## src/rtl/poly_coef_loader_pkg.sv

```systemverilog
// Shared constants, poly unit mode codes and loader FSM encoding for the
// coefficient load path.
package poly_coef_loader_pkg;

  localparam int WID      = 12;
  localparam int LANES    = 4;
  localparam int AWID     = 5;
  localparam int NCOEF    = LANES << AWID;
  localparam int HOLD_CYC = 2;
  localparam int TO_CYC   = 16;
  localparam int TW       = $clog2(TO_CYC + 1);

  localparam logic [WID-1:0] Q         = WID'(3329);
  localparam logic [TW-1:0]  HOLD_LAST = TW'(HOLD_CYC - 1);
  localparam logic [TW-1:0]  TO_LAST   = TW'(TO_CYC - 1);

  typedef enum logic [1:0] {
    M_NTT     = 2'd0,
    M_INTT    = 2'd1,
    M_DATAIN  = 2'd2,
    M_DATAOUT = 2'd3
  } pu_mode_e;

  typedef enum logic [2:0] {
    S_IDLE, S_RUNREQ, S_LOAD, S_HOLD, S_DPULSE, S_WAITPU
  } ld_state_e;

endpackage

```

## src/rtl/poly_coef_loader_reduce.sv

```systemverilog
// Conditional subtract mod Q; valid only for inputs below 2Q, which holds for
// any 12-bit value with Q = 3329.
module coef_modq_reduce
  import poly_coef_loader_pkg::*;
#(
  parameter int             W = WID,
  parameter logic [W-1:0]   M = Q
) (
  input  logic [W-1:0] c,
  output logic [W-1:0] r
);

  assign r = (c >= M) ? c - M : c;

endmodule

```

## src/rtl/poly_coef_loader.sv

```systemverilog
// Streams 128 reduced coefficients into the poly unit as 32 packed words,
// sequencing run / DATAIN / data_in_done and watching for pu_done.
module poly_coef_loader
  import poly_coef_loader_pkg::*;
(
  input  logic                  clk,
  input  logic                  rst,
  input  logic                  start,
  input  logic [WID-1:0]        coef_in,
  input  logic                  coef_valid,
  output logic                  coef_ready,
  output logic [1:0]            pu_mode,
  output logic                  pu_run,
  output logic [WID*LANES-1:0]  pu_data_in,
  output logic [AWID-1:0]       pu_data_in_add,
  output logic                  pu_data_in_done,
  input  logic                  pu_done,
  output logic                  busy,
  output logic                  done,
  output logic                  err
);

  ld_state_e                   state, state_nx;
  logic [6:0]                  cnt;
  logic [1:0]                  lane;
  logic [WID*(LANES-1)-1:0]    pack;
  logic [TW-1:0]               tmr;
  logic [WID-1:0]              r;
  logic                        acc;

  coef_modq_reduce u_red (.c(coef_in), .r(r));

  assign acc             = coef_valid & coef_ready;
  assign coef_ready      = (state == S_LOAD);
  assign pu_run          = (state == S_RUNREQ);
  assign pu_data_in_done = (state == S_DPULSE);
  assign busy            = (state != S_IDLE);
  assign pu_mode         = busy ? M_DATAIN : M_NTT;

  always_comb begin
    state_nx = state;
    case (state)
      S_IDLE:   if (start) state_nx = S_RUNREQ;
      S_RUNREQ: state_nx = S_LOAD;
      S_LOAD:   if (acc && cnt == 7'(NCOEF - 1)) state_nx = S_HOLD;
      S_HOLD:   if (tmr == HOLD_LAST) state_nx = S_DPULSE;
      S_DPULSE: state_nx = S_WAITPU;
      S_WAITPU: if (pu_done || tmr == TO_LAST) state_nx = S_IDLE;
      default:  state_nx = S_IDLE;
    endcase
  end

  always_ff @(posedge clk) begin
    if (rst) begin
      state          <= S_IDLE;
      cnt            <= '0;
      lane           <= '0;
      pack           <= '0;
      tmr            <= '0;
      pu_data_in     <= '0;
      pu_data_in_add <= '0;
      done           <= 1'b0;
      err            <= 1'b0;
    end else begin
      state <= state_nx;
      done  <= 1'b0;
      // one timer serves both HOLD and WAITPU; it restarts on every state change
      tmr   <= (state_nx != state) ? '0 : tmr + 1'b1;
      if (state == S_IDLE && start) begin
        cnt            <= '0;
        lane           <= '0;
        pack           <= '0;
        pu_data_in     <= '0;
        pu_data_in_add <= '0;
        err            <= 1'b0;
      end
      if (acc) begin
        cnt  <= cnt + 7'd1;
        lane <= lane + 2'd1;
        if (lane == 2'd3) begin
          pu_data_in     <= {r, pack};
          pu_data_in_add <= cnt[6:2];
        end else begin
          pack[lane*WID +: WID] <= r;
        end
      end
      if (state == S_WAITPU) begin
        if (pu_done)             done <= 1'b1;
        else if (tmr == TO_LAST) err  <= 1'b1;
      end
    end
  end

endmodule

```

## config.mk

```make
export PLATFORM = sky130hd
export DESIGN_NAME = poly_coef_loader
export DESIGN_NICKNAME = d
export VERILOG_FILES = /design/src/rtl/poly_coef_loader_pkg.sv /design/src/rtl/poly_coef_loader_reduce.sv /design/src/rtl/poly_coef_loader.sv
export SDC_FILE = /design/constraint.sdc
export NUM_CORES = 1
export LEC_CHECK = 0
export CORE_ASPECT_RATIO = 1.4
export CORE_MARGIN = 2
export CORE_UTILIZATION = 49
export DETAILED_ROUTE_END_ITERATION = 12
export PLACE_DENSITY = 0.83
export SYNTH_ARGS = -nofsm -noshare
export SYNTH_HDL_FRONTEND = slang
export SYNTH_SLANG_ARGS = --single-unit
export TNS_END_PERCENT = 50
```

## constraint.sdc

```tcl
create_clock -name clk -period 2.75 [get_ports clk]
set_clock_uncertainty 0.15 [all_clocks]
set_input_delay 0.4125 -clock clk [delete_from_list [all_inputs] [get_ports clk]]
set_output_delay 0.4125 -clock clk [all_outputs]
set_load 0.02 [all_outputs]
```

Yosys cells after proc, flatten, opt, wreduce, memory -nomap -nowiden
Index checks and enable logic that the tools add are counted.
{"block": "word_totals", "elab_cells": 65, "register_bits": 108, "out_inout_bits": 61, "in_bits": 17}
{"block": "classes", "muxes": 27, "n_lt_le_gt_ge": 1, "shifts": 2, "n_bitwise": 2, "multipliers": 1, "n_addsub": 5, "reduce_logical": 8, "n_eq_ne": 10}
{"op": "two-way mux 36 bit", "count": 4}
{"op": "two-way mux 48 bit", "count": 3}
{"op": "bitwise mux 36 bit", "count": 1}
{"op": "variable shift 12 x 34 -> 36 bit, first input constant", "count": 1}
{"op": "variable part select 12 x 34 -> 36 bit", "count": 1}
{"op": "negation 6 -> 34 bit", "count": 1}
{"op": "case mux 3 bit (6 select lines)", "count": 1}
{"op": "two-way mux 5 bit", "count": 3}
{"op": "two-way mux 7 bit", "count": 2}
{"op": ">= comparator 12 bit, second input constant", "count": 1}
{"op": "two-way mux 12 bit", "count": 1}
{"op": "two-way mux 3 bit", "count": 4}
{"op": "subtractor 12 bit, second input constant", "count": 1}
{"op": "adder 7 x 1 -> 7 bit, second input constant", "count": 1}
{"op": "== test 7 bit, second input constant", "count": 1}
{"op": "== test 3 x 2 -> 1 bit, second input constant", "count": 2}
{"op": "== test 3 bit, second input constant", "count": 2}
{"op": "two-way mux 2 bit", "count": 3}
{"op": "adder 5 x 1 -> 5 bit, second input constant", "count": 1}
{"op": "== test 5 x 1 -> 1 bit, second input constant", "count": 1}
{"op": "== test 5 x 4 -> 1 bit, second input constant", "count": 1}
{"op": "two-way mux 1 bit", "count": 5}
{"op": "multiplier 2 x 2 -> 4 bit, second input constant", "count": 1}
{"op": "OR reduction 2 bit", "count": 2}
{"op": "11 further kinds", "count": 12}

Longest topological paths before layout
Gate-level depths: netlist (run 1).
{"block": "depth", "word_depth": 7, "mapped_depth": 9, "mapped_depth_nobuf": 9}

Hierarchy
From an unflattened synthesis (run 1), not the netlist that was laid out.
{"block": "hier_totals", "hier_cells": 523, "area_unflattened_um2": 4762.1}
{"module": "poly_coef_loader", "instances": 1, "cells_per_inst": 480, "seq_area_each_um2": 2162.1, "area_each_um2": 4424.2}
{"module": "coef_modq_reduce", "instances": 1, "cells_per_inst": 43, "seq_area_each_um2": 0.0, "area_each_um2": 337.8}

Worst setup path after synthesis (run 1)
OpenSTA, ideal clock, no wires.
{"block": "synth_timing", "path_type": "input to register", "start": "input port coef_in[0]", "end": "register pack[28]", "path_stages": 8, "arrival_time_ns": 2.375, "required_ns": 2.483, "setup_ns": 0.117, "path_slack_ns": 0.108, "path_buffers": 0, "path_cell_list": "inv_1 ha_1 or4b_1 o2111ai_4 o311ai_4 a221o_1 a21o_1 a22o_1"}
{"block": "synth_via", "elab_chain_len": 6, "elab_cells_between_ends": 7, "cone_classes": "add/sub: 1; order compare: 1; shift: 1; mux: 4"}
{"element": "start, declared", "line_no": "poly_coef_loader.sv:9", "rtl": "input logic [WID-1:0] coef_in,"}
{"element": "subtractor 12 bit / >= comparator 12 bit (equally long branches)", "line_no": "poly_coef_loader_reduce.sv:13", "rtl": "assign r = (c >= M) ? c - M : c;"}
{"element": "two-way mux 12 bit *", "line_no": "poly_coef_loader_reduce.sv:13"}
{"element": "variable part select 12 x 34 -> 36 bit *", "line_no": "poly_coef_loader.sv:84", "rtl": "pack[lane*WID +: WID] <= r;"}
{"element": "bitwise mux 36 bit *", "line_no": "poly_coef_loader.sv:84"}
{"element": "two-way mux 36 bit *", "line_no": "poly_coef_loader.sv:80", "rtl": "if (lane == 2'd3) begin"}
{"element": "two-way mux 36 bit *", "line_no": "poly_coef_loader.sv:77", "rtl": "if (acc) begin"}
{"element": "end signal, assigned by index", "line_no": "poly_coef_loader.sv:84"}
{"element": "end, declared", "line_no": "poly_coef_loader.sv:26", "rtl": "logic [WID*(LANES-1)-1:0] pack;"}
Every way passes the cells marked *; elsewhere a longest branch is shown, timed or not.
A chain may end at the register's enable or synchronous reset.

Final worst setup path (run 1)
{"block": "layout_timing", "start": "input port coef_in[2]", "end": "register pack[31]"}
Same word-level chain as after synthesis.

==> flow_summary.ini, run 1 <==
[synth]
synth_edf_count = 0
ys_seq_elements = 108
synth_cell_type_count = 64
netlist.area_leader.share_pct = 43.2
synth_top_area_cell = dfxtp_1
synth_area_um2 = 5000
synth_area_leaders = dfxtp_1, a21oi_1, nand2_1, nand3_1, a22oi_1
synth.avg_cell_area_um2 = 8.15
syn_nets = 642
ys_warn_count = 0
ys_async_sr_fraction_pct = 0
synth_ff_type = dfxtp_1
syn_inst = 614
yosysSeqAreaShare_pct = 43.2

[sta]
worstMarginPinSlew_ns = 0.832
period_share_pct = 96.9
tns_ns = 0
max_clock_freq_mhz = 375
drv_slew = 0
setup_viol = 0
fin_crit_ns = 2.66
relSlewSlack_pct = 44.6
hold_viol_final = 0
rsz0062_at_grt = false

[routing]
drtIter0Drc = 347
drc = 0
via_per_inst = 5.78
routed-via-count = 4980
antenna_left = 0
wirelength_mm = 14.1
firstDrtPassIters = 5
post_drt_wl_per_cell_um = 16.3

[worst_setup_path]
cp_max_fo = 8
critPathRequiredTime_ns = 2.83
start_kind = input pin
reg2reg_depth = 7
r2r-end = pack[3]$_SDFF_PP0_
crit_type = in -> reg
r2r_slack_ns = 0.29
cp-startpoint = coef_in[2]
endpoint_kind = flip-flop
reg2reg_from = lane[0]$_SDFFE_PP0P_
worstPathArrival_ns = 2.75

[final_layout]
final_cells = 862
final_common_cell = dfxtp_1
diodes = 0
drive_above_1_share_pct = 14.7
mostFrequentLayoutCells = dfxtp_1, nand2_1, a21oi_1, clkdlybuf4s50_1, buf_4
n_fill_cell = 834
area_growth_pct = 31.7
nets = 750

[clock_network]
clk_pin_slew_worst_paths_ns = 0.07
clkLatencyLatePin_ns = 0.34
cts_tree = built
cts-root-buf = clkbuf_16
h-tree-depth = 3
cts_buffers = 9
cts.sinks = 108
clock_path_buffers = 2

[place]
portBuffers = 76
placed_cells = 846
gp_congestion = 0.989
dpl.hpwl_mm = 10.5

[floorplanning]
dieArea_um2 = 11000
die_width_um = 89.4
fp.coreArea_um2 = 9950
placement_rows = 43
start_util_pct = 50.3
die-height_um = 124
io_pins = 78

[global_routing]
track_usage_pct = 26.3
grt_max_degree = 57
grt_first_pass_wirelength_mm = 22.7
grt_pass1_vias = 4826
antenna_found_initial = 0
grt.overflow.total = 0

[run]
max_cap_viol_count = 0

[pwr]
power_w = 0.00321
power_density_nw_per_um2 = 486
vdd_drop_max_mv = 0.322
leakage_nw = 2.40

[worst_hold_path]
hold_path_class = reg -> reg
hp-start = pack[9]$_SDFF_PP0_
min_path_cells = 2
whs_endpoint = pack[9]$_SDFF_PP0_

[run_status]
outcome = finished, final reports clean
power by group:
group          internal (W)  total (W)  switching [W]
registers           0.00157    0.00159      0.0000142
clock network      0.000667    0.00123       0.000567
logic              0.000154   0.000383       0.000229
total               0.00240    0.00321       0.000810
final cells by class:
| cell class | instances | area (µm²) | share of cell area, % |
|---|---|---|---|
| multi-input cells | 450 | 2670 | 40.6 |
| flip-flops and latches | 108 | 2160 | 32.8 |
| repair buffers | 143 | 1260 | 19.2 |
| clock buffers | 11 | 253 | 3.83 |
| well taps | 135 | 169 | 2.56 |
| inverters | 10 | 37.5 | 0.569 |
| clock inverters | 5 | 35.0 | 0.531 |
cells by family after synthesis:
| group | Yosys count | share of synthesized area (%) |
|---|---|---|
| AOI/OAI and AO/OA | 158 | 20.7 |
| xor gates and xnor gates | 6 | 1.05 |
| adders and majority gates | 11 | 2.75 |
| buffers and inverters | 56 | 4.52 |
| DFF | 108 | 43.2 |
| muxes | 8 | 1.67 |
| other | 1 | 0.0749 |
| and+or+nand+nor | 266 | 26.1 |
per-layer routing:
layer / vias to the layer above / wire (µm) / global-route usage (%)
met3: 46 / 730 / 4.90
met5: - / 0 / 0
met4: 0 / 568 / 12.9
li1: 2394 / - / -
met2: 172 / 7230 / 44.8
met1: 2368 / 5550 / 31.2
cell usage after synthesis (3+ instances only):
library cell / n
dfxtp_1: 108
o41ai_1: 3
inv_1: 9
mux2_2: 3
nand3_1: 60
clkbuf_1: 39
xnor2_1: 3
nor4b_1: 3
nand3b_1: 4
and4b_1: 3
a21o_1: 6
nor3b_1: 6
and2_1: 6
a22o_1: 7
a32oi_1: 3
o21ai_1: 6
nand2b_1: 11
and3_1: 5
xor2_1: 3
nor2_1: 44
nor3_1: 4
nand2_1: 93
a22oi_1: 22
o21ai_0: 12
ha_1: 11
buf_1: 3
mux2i_1: 5
a211oi_1: 3
o2111ai_1: 3
or2_2: 4
nor2b_1: 5
nor4_1: 3
a21oi_1: 73
nand4_1: 4
or4_1: 3
worst max-delay path by stage:
| stage | end | slack (ns) | cells after the start |
|---|---|---|---|
| floorplan | pack[28]$_SDFF_PP0_ | 0.11 | 8 |
| finish | pack[31]$_SDFF_PP0_ | 0.09 | 8 |
| global route | pack[31]$_SDFF_PP0_ | 0.02 | 8 |
| global placement | pu_data_in[40]$_SDFF_PP0_ | -0.44 | 9 |
| detailed placement | pack[4]$_SDFF_PP0_ | -0.46 | 9 |
| CTS | pack[28]$_SDFF_PP0_ | -0.03 | 9 |
what timing repair did:
action	4_1_cts	5_1_grt
resized for setup	3	10
buffers inserted	0	0
hold buffers	0	0
setup endpoints to repair	7	27
pin swaps	0	2
cloned	0	0
state kept, by name (all words and copies together) (netlist names):
| name | count |
|---|---|
| pu_data_in | 48 |
| state | 3 |
| lane | 2 |
| pu_data_in_add | 5 |
| done | 1 |
| tmr | 5 |
| cnt | 7 |
| err | 1 |
| pack | 36 |
stage by stage:
step | setup slack (ns) | hold slack [ns] | utilization [%] | instance area [µm²]
4_1_cts | -0.0342 | 0.302 | 65.8 | 6550
5_1_grt | 0.0151 | 0.324 | 66.2 | 6590
2_1_floorplan | 0.108 | 0.265 | - | 5000
3_3_place_gp | -0.442 | 0.281 | 62.7 | 6240
6_report | 0.0855 | 0.302 | 66.2 | 6590
3_5_place_dp | -0.456 | 0.290 | 62.7 | 6240
worst max-delay path, cell delays in order:
cell and delay [ns]:
clkdlybuf4s50_1 0.59, or4_1 0.63, o41ai_1 0.41, buf_4 0.20, o31ai_4 0.10, buf_4 0.16, a22oi_1 0.17, nand2_1 0.08
(Power assumes the default switching activity.)
==> run 2, diff against run 1 <==
- CAP_MARGIN: default -> 15
- CORE_MARGIN: 2 -> default
- CTS_CLUSTER_DIAMETER: default -> 100
==> flow_summary.ini, run 2 (synthesis gave the netlist of run 1 again) <==
[place]
place_area_um2 = 6290
placed_cells = 852
gp_congestion = 0.921
dpl.hpwl_mm = 10.5
portBuffers = 76

[clock_network]
clk_pin_slew_worst_paths_ns = 0.07
post-cts-setup-buffer-count = 0
cts-root-buf = clkbuf_16
cts_tree = built
clkLatencyLatePin_ns = 0.34
h-tree-depth = 3
cts.sinks = 108
holdBufCountCts = 0
clock_path_buffers = 2
cts_buffers = 9

[worst_setup_path]
start_kind = input pin
r2r-end = pack[29]$_SDFF_PP0_
reg2reg_depth = 7
cp_max_fo = 6
crit_type = in -> reg
critPathRequiredTime_ns = 2.83
worstPathArrival_ns = 2.80
r2r_slack_ns = 0.43
endpoint_kind = flip-flop
reg2reg_from = lane[0]$_SDFFE_PP0P_

[routing]
routed-via-count = 4992
firstDrtPassIters = 5
drtIter0Drc = 332
drc = 0
wirelength_mm = 14.4
post_drt_wl_per_cell_um = 16.6
antenna_left = 0
via_per_inst = 5.75

[pwr]
vdd_drop_max_mv = 0.322
power_density_nw_per_um2 = 521
leakage_nw = 2.45

[sta]
worstMarginPinSlew_ns = 0.826
hold_viol_final = 0
period_share_pct = 98.8
fin_crit_ns = 2.72
timing.hold.ws_ns = 0.180
rsz0062_at_grt = false
relSlewSlack_pct = 44.9
setup_viol = 0
drv_slew = 0
max_clock_freq_mhz = 368

[global_routing]
grt_first_pass_wirelength_mm = 23.3
grt.overflow.total = 0
grt_max_degree = 85
grt_pass1_vias = 4903
track_usage_pct = 28.2
antenna_found_initial = 0

[final_layout]
nets = 756
largestRegisters = pu_data_in: 48 flops, pack: 36 flops, cnt: 7 flops
fin_area_um2 = 6670
fin_util_pct = 67.4
n_fill_cell = 839
largest_reg_flops = 48
final_cells = 868
diodes = 0
drive_above_1_share_pct = 15.1
mostFrequentLayoutCells = dfxtp_1, nand2_1, a21oi_1, clkdlybuf4s50_1, buf_4
final_common_cell = dfxtp_1
area_growth_pct = 33.3
regMostFlops = pu_data_in

[worst_hold_path]
hp-start = rst
min_path_cells = 2
whs_endpoint = pack[6]$_SDFF_PP0_
hold_path_class = in -> reg

[floorplanning]
die_width_um = 87.4
fp.coreArea_um2 = 9900
dieArea_um2 = 10600
io_pins = 78
start_util_pct = 50.6
placement_rows = 43
die-height_um = 122

[run]
max_cap_viol_count = 0

[run_status]
outcome = finished, final reports clean
## run 2: changes by cell type in the layout (fill, tap and decap cells not counted), sizes merged
| cell | change |
|---|---|
| buf | +6 |
| clkinv | -3 |
| inv | +1 |
| bufinv | +3 |
| clkbuf | -1 |
## run 2: what timing repair did
| item | in CTS | in global routing |
|---|---|---|
| setup endpoints to repair | 7 | 19 |
| pin swaps | 0 | 5 |
| gates resized for setup | 3 | 7 |
## run 2: layer usage
metal  vias to the layer above  routed length, µm  part of all wire, %  GRT usage [%]
li1                       2410                  -                    -              -
met1                      2387               5860                   41           31.4
met2                       156               7500                   52           51.3
met3                        39                545                  3.8           4.54
met4                         0                534                  3.7           13.8
met5                         -                  0                    0              0
## run 2: area by class of cell
class	instances	area, µm²	area share, %
Clock inverter	6	119	1.78
Clock buffer	10	229	3.43
Multi-Input combinational cell	450	2650	39.7
Sequential cell	108	2160	32.4
Timing Repair Buffer	149	1310	19.6
Inverter	10	37.5	0.563
Tap cell	135	169	2.53
## run 2: worst max path at each step
| stage | startpoint | endpoint | cells after the start |
|---|---|---|---|
| floorplan | coef_in[0] | pack[28]$_SDFF_PP0_ | 8 |
| global placement | coef_in[1] | pack[31]$_SDFF_PP0_ | 9 |
| detailed placement | coef_in[1] | pack[7]$_SDFF_PP0_ | 9 |
| CTS | coef_in[1] | pack[28]$_SDFF_PP0_ | 9 |
| global route | coef_in[3] | pack[35]$_SDFF_PP0_ | 7 |
| finish | coef_in[3] | pack[31]$_SDFF_PP0_ | 8 |
## run 2: metrics by stage
step                setup slack, ns  total power [W]  TNS, ns
finish                       0.0318          0.00347        0
global route                0.00362          0.00359        0
detailed placement           -0.433          0.00200    -8.44
floorplan                     0.108          0.00183        0
global placement             -0.428          0.00200    -7.67
CTS                        0.000530          0.00348        0
## run 2: critical path, cell delays in order
cell             delay, ns
clkdlybuf4s50_1       0.53
or4_1                 0.69
o41ai_2               0.44
buf_4                 0.19
o31ai_2               0.11
buf_4                 0.16
a22oi_1               0.17
nand2_1               0.09
## run 2: power by group
group / total [W] / switching [W] / leakage, nW / internal, W
sequential: 0.00159 / 0.0000144 / 0.870 / 0.00157
combinational: 0.000392 / 0.000231 / 1.41 / 0.000161
clock: 0.00149 / 0.000591 / 0.169 / 0.000902
total: 0.00347 / 0.000836 / 2.45 / 0.00264
